--- src/rtl/fifo_pkg.sv ---
// Shared constants and width helpers for the stream FIFO.
// Holds pointer/level width functions and default parameter values.
package fifo_pkg;

    // Pointer width for a modulo-d counter; never narrower than 1 bit.
    function automatic int ptr_w(input int d);
        return (d > 1) ? $clog2(d) : 1;
    endfunction

    // Level width: must represent 0..d inclusive.
    function automatic int lvl_w(input int d);
        return $clog2(d + 1);
    endfunction

    localparam int DEF_WIDTH     = 32;
    localparam int DEF_DEPTH     = 8;
    localparam int DEF_LW        = lvl_w(DEF_DEPTH);
    localparam int DEF_AFULL_TH  = DEF_DEPTH - 1;
    localparam int DEF_AEMPTY_TH = 1;

endpackage

--- src/rtl/stream_fifo_mod_ptr.sv ---
// Modulo-DEPTH pointer: wraps DEPTH-1 -> 0, no power-of-two assumption.
// Ports: clk, reset (sync, active-high), clr (sync clear), inc, ptr.
module mod_ptr
    import fifo_pkg::*;
#(
    parameter int DEPTH = DEF_DEPTH,
    parameter int PW    = ptr_w(DEPTH)
) (
    input  logic          clk,
    input  logic          reset,
    input  logic          clr,
    input  logic          inc,
    output logic [PW-1:0] ptr
);

    localparam logic [PW-1:0] LAST = PW'(DEPTH - 1);

    logic [PW-1:0] ptr_q;
    logic [PW-1:0] ptr_d;

    always_comb begin
        ptr_d = ptr_q;
        if (clr) begin
            ptr_d = '0;
        end else if (inc) begin
            ptr_d = (ptr_q == LAST) ? '0 : ptr_q + PW'(1);
        end
    end

    always_ff @(posedge clk) begin
        if (reset) begin
            ptr_q <= '0;
        end else begin
            ptr_q <= ptr_d;
        end
    end

    assign ptr = ptr_q;

endmodule

--- src/rtl/stream_fifo.sv ---
// FWFT valid/ready stream FIFO with level, threshold flags, flush, sticky errors.
// Ports: clk, reset, flush, s_valid/s_ready/s_data, m_valid/m_ready/m_data,
// level, almost_full, almost_empty, overflow, underflow.
module stream_fifo
    import fifo_pkg::*;
#(
    parameter int WIDTH     = DEF_WIDTH,
    parameter int DEPTH     = DEF_DEPTH,
    parameter int AFULL_TH  = DEPTH - 1,
    parameter int AEMPTY_TH = DEF_AEMPTY_TH
) (
    input  logic                      clk,
    input  logic                      reset,
    input  logic                      flush,
    input  logic                      s_valid,
    output logic                      s_ready,
    input  logic [WIDTH-1:0]          s_data,
    output logic                      m_valid,
    input  logic                      m_ready,
    output logic [WIDTH-1:0]          m_data,
    output logic [lvl_w(DEPTH)-1:0]   level,
    output logic                      almost_full,
    output logic                      almost_empty,
    output logic                      overflow,
    output logic                      underflow
);

    localparam int LW = lvl_w(DEPTH);
    localparam int PW = ptr_w(DEPTH);

    localparam logic [LW-1:0] FULL = LW'(DEPTH);
    localparam logic [LW-1:0] AF   = LW'(AFULL_TH);
    localparam logic [LW-1:0] AE   = LW'(AEMPTY_TH);

    logic [WIDTH-1:0] mem_q [DEPTH];

    logic [LW-1:0] level_q, level_d;
    logic          afull_q, afull_d;
    logic          aempty_q, aempty_d;
    logic          ovf_q, ovf_d;
    logic          udf_q, udf_d;

    logic [PW-1:0] wr_ptr, rd_ptr;
    logic          push, pop;
    logic          wr_en, rd_en;

    // Ready/valid come only from registered level: no m_ready -> s_ready path.
    assign s_ready = ~reset & (level_q != FULL);
    assign m_valid = ~reset & (level_q != '0);

    assign push  = s_valid & s_ready;
    assign pop   = m_valid & m_ready;
    assign wr_en = push & ~flush;
    assign rd_en = pop & ~flush;

    always_comb begin
        level_d = level_q;
        ovf_d   = ovf_q | (s_valid & ~s_ready);
        udf_d   = udf_q | (m_ready & ~m_valid);
        if (flush) begin
            level_d = '0;
            ovf_d   = 1'b0;
            udf_d   = 1'b0;
        end else if (push & ~pop) begin
            level_d = level_q + LW'(1);
        end else if (pop & ~push) begin
            level_d = level_q - LW'(1);
        end
        // Flags follow next-state level so they stay coherent with level.
        afull_d  = (level_d >= AF);
        aempty_d = (level_d <= AE);
    end

    always_ff @(posedge clk) begin
        if (reset) begin
            level_q  <= '0;
            afull_q  <= 1'b0;
            aempty_q <= 1'b1;
            ovf_q    <= 1'b0;
            udf_q    <= 1'b0;
        end else begin
            level_q  <= level_d;
            afull_q  <= afull_d;
            aempty_q <= aempty_d;
            ovf_q    <= ovf_d;
            udf_q    <= udf_d;
        end
    end

    // Storage is left unreset so it can map onto distributed RAM.
    always_ff @(posedge clk) begin
        if (wr_en) begin
            mem_q[wr_ptr] <= s_data;
        end
    end

    mod_ptr #(.DEPTH(DEPTH), .PW(PW)) u_wr_ptr (
        .clk   (clk),
        .reset (reset),
        .clr   (flush),
        .inc   (wr_en),
        .ptr   (wr_ptr)
    );

    mod_ptr #(.DEPTH(DEPTH), .PW(PW)) u_rd_ptr (
        .clk   (clk),
        .reset (reset),
        .clr   (flush),
        .inc   (rd_en),
        .ptr   (rd_ptr)
    );

    assign m_data       = m_valid ? mem_q[rd_ptr] : '0;
    assign level        = level_q;
    assign almost_full  = afull_q;
    assign almost_empty = aempty_q;
    assign overflow     = ovf_q;
    assign underflow    = udf_q;

endmodule

--- config.mk ---
export PLATFORM = sky130hd
export DESIGN_NAME = stream_fifo
export DESIGN_NICKNAME = d
export VERILOG_FILES = /design/src/rtl/fifo_pkg.sv /design/src/rtl/stream_fifo_mod_ptr.sv /design/src/rtl/stream_fifo.sv
export SDC_FILE = /design/constraint.sdc
export NUM_CORES = 1
export LEC_CHECK = 0
export BUFFER_PORTS_ARGS = -buffer_cell sky130_fd_sc_hd__buf_2
export CAP_MARGIN = 10
export CELL_PAD_IN_SITES_DETAIL_PLACEMENT = 0
export CELL_PAD_IN_SITES_GLOBAL_PLACEMENT = 1
export CORE_ASPECT_RATIO = 0.6
export CORE_MARGIN = 2
export CORE_UTILIZATION = 30
export DETAILED_ROUTE_END_ITERATION = 12
export MAX_ROUTING_LAYER = met4
export PLACE_DENSITY = 0.52
export SKIP_LAST_GASP = 1
export SLEW_MARGIN = 15
export SYNTH_ARGS = -nofsm -noshare
export SYNTH_HDL_FRONTEND = slang
export SYNTH_HIERARCHICAL = 1
export SYNTH_SLANG_ARGS = --single-unit
--- constraint.sdc ---
create_clock -name clk -period 8.05 [get_ports clk]
set_input_delay 1.61 -clock clk [delete_from_list [all_inputs] [get_ports clk]]
set_output_delay 1.61 -clock clk [all_outputs]
set_load 0.02 [all_outputs]
==> results.py <==
metrics = {
    "outcome": {
        "outcome": "finished clean",
    },
    "grt": {
        "grt_max_degree": 67,
        "grt_pass1_vias": 5405,
        "grt-ovfl-total": 0,
        "grt_pass1_wl_um": 34400,
        "antenna_found_initial": 3,
        "grtUsageTotal": 0.131,
    },
    "cts": {
        "clkTransAtPathRegs_ns": 0.06,
        "h-tree-depth": 1,
        "cts_root_buf": "clkbuf_16",
        "clock_path_buffers": 3,
        "cts_tree": "built",
        "post_cts.repair.setup_buffers": 0,
        "numCtsBuffers": 27,
        "cts_hold_buf": 0,
        "clkLatencyLatePin_ns": 0.55,
        "clock_sinks": 270,
        "cts_resized": 0,
    },
    "final_layout": {
        "nets": 646,
        "fin_cells": 1092,
        "fin_util": 0.358,
        "num-fill-cells": 3260,
        "syn_to_final_growth_pct": 17.8,
        "drive_gt1_frac": 0.346,
    },
    "placed_design": {
        "dp.cells": 1041,
        "gp_congestion": 0.710,
        "place_ws_ns": 3.37,
        "portBuffers": 78,
        "hpwl_um": 13100,
    },
    "synthesis": {
        "yosysWarningCount": 6,
        "synthFlopType": "edfxtp_1",
        "synth-seq-cells": 270,
        "synth_most_common_cell": "edfxtp_1",
        "syn_inst": 507,
        "synth-async-reset-ratio": 0,
        "synth_common_cells": "edfxtp_1 (256), mux4_2 (64), nor2_1 (44)",
        "synth_area_leaders": "edfxtp_1 (73%), mux4_2 (14%), mux2i_1 (3.2%)",
        "synth_edf_count": 256,
        "yosysTopAreaCell": "edfxtp_1",
        "ys_types": 42,
        "synth_top_area_share": 0.728,
        "syn-num-nets": 550,
        "netlist_area_mm2": 0.0106,
        "yosysSeqAreaShare": 0.754,
        "syn_avg_cell_area_um2": 20.8,
    },
    "timing": {
        "fin_tns_setup_ns": 0,
        "max_freq_mhz": 204,
        "period_minus_slack_ns": 4.89,
        "setup_slack_ns": 3.16,
        "slew_viol_final": 0,
        "finalSetupViolCount": 0,
        "hold_viol_final": 0,
        "fin_skew_ns": 0.0173,
        "relSlewSlack": 0.267,
        "tightestPinTransition_ns": 1.10,
        "finalCritPeriodShare": 0.608,
        "holdWs_ns": 0.446,
        "rsz0062_at_grt": "false",
    },
    "detailed_routing": {
        "drc": 0,
        "drt_iter0_drc": 352,
        "routed_wl_um": 23000,
        "postRouteAntennaNets": 0,
        "vias_per_cell": 4.65,
        "vias": 5073,
        "avgRoutedWirePerCell_um": 21.0,
        "drt_pass1_iterations": 5,
    },
    "worst_setup_path": {
        "cp_max_fo": 39,
        "cp_top_family": "buffers and inverters",
        "cp-end-kind": "primary output",
        "crit_slowest_cell": "dfxtp_4",
        "r2r-start": "level[0]$_SDFF_PP0_",
        "setup.worst_path.class": "reg -> out",
        "slowest_delay_ns": 0.75,
        "required_ns": 6.44,
        "critPathArrivalTime_ns": 3.28,
        "critPathLaunch": "u_rd_ptr/ptr[0]$_SDFFE_PP0P_",
        "crit_path_start_kind": "flop",
        "cp_cell_sequence": "buf_4 > mux4_2 > mux2i_1 > nor2_1 > buf_2",
        "cp_num_buf_inv": 2,
    },
    "hold_path": {
        "hold_start": "overflow$_SDFF_PP0_",
        "min_path_type": "reg -> reg",
    },
    "floorplanning": {
        "die_h_um": 149,
        "io_pins": 79,
        "die_x_um": 246,
        "dieArea_mm2": 0.0368,
        "num_rows": 53,
        "core_mm2": 0.0348,
        "start_util": 0.303,
    },
    "power_and_ir_drop": {
        "vdd_drop_max_mv": 0.135,
        "p_per_area_mw_per_mm2": 229,
        "cellLeakagePower_nw": 3.92,
    },
    "flow_run": {
        "drv_cap": 0,
    },
}
## worst reg2reg max path, cell delays in order, from the launching register on
cell	delay (ns)
dfxtp_1	0.49
inv_1	0.12
ha_1	0.28
nand3b_1	0.17
nand2_4	0.11
nor2_1	0.29
nand2_1	0.29
nor2_4	0.48
buf_4	0.46
## stage by stage
step / power, W / area, um^2
6_report: 0.00285 / 12400
5_1_grt: 0.00296 / 12400
4_1_cts: 0.00290 / 12400
3_5_place_dp: 0.00166 / 11600
3_3_place_gp: 0.00165 / 11600
2_1_floorplan: 0.00162 / 10600
## path summary, 6_finish.rpt
path | endpoint | slack (ns) | depth (start not counted)
worst max register to register | mem_q[5][20]$_DFFE_PP_ | 4.99 | 8
worst min-delay path | overflow$_SDFF_PP0_ | 0.45 | 2
worst max-delay path | m_data[23] | 3.16 | 5
worst min register to register | overflow$_SDFF_PP0_ | 0.45 | 2
## state kept, by name (all words and copies together), names as in the netlist
name / cells
overflow: 1
underflow: 1
mem_q: 256
u_wr_ptr/ptr: 3
almost_empty: 1
level: 4
u_rd_ptr/ptr: 3
almost_full: 1
## per-layer routing
layer | global-route usage | vias to the layer above | wire length [um]
met5 | - | - | 0
met4 | 0.0277 | 0 | 385
met3 | 0.0288 | 31 | 981
met2 | 0.206 | 87 | 10900
met1 | 0.176 | 2680 | 10700
li1 | - | 2275 | -
## final cells by class
type | instances | area, um^2 | area share
antenna | 3 | 7.51 | 0.000603
clock buffer | 34 | 702 | 0.0564
clock inverter | 14 | 143 | 0.0115
inverter | 7 | 26.3 | 0.00211
multi-input combinational | 207 | 2530 | 0.203
sequential | 270 | 7980 | 0.641
tap | 467 | 584 | 0.0469
timing repair buffer | 90 | 480 | 0.0386
## cell families after synthesis
kind of cell / synth area share
buffers and inverters: 0.0116
DFF: 0.754
xor gates and xnor gates: 0.00166
AOI/OAI and AO/OA: 0.0131
muxes: 0.169
adders and majority gates: 0.00817
and+or+nand+nor: 0.0425
## power by group
part	switching [W]	internal (W)	total, W
Combinational	0.0000530	0.0000278	0.0000807
Clock	0.000515	0.000710	0.00123
Sequential	0.00000326	0.00154	0.00155
## placed cells by master (no fill, tap or decap), types with 4 or more instances in the layout
master	netlist	layout
clkbuf_16	0	27
nand2b_1	6	6
mux2i_1	34	34
clkbuf_1	11	7
buf_4	0	12
dfxtp_1	14	11
nor2_4	0	6
inv_1	7	7
ha_1	6	6
clkinv_1	0	7
buf_2	8	78
nor2_1	44	38
nand2_1	4	4
edfxtp_1	256	256
mux4_2	64	64
a21oi_1	4	4
nor3_1	7	5
Note: power is estimated with default switching activity, not from simulation.
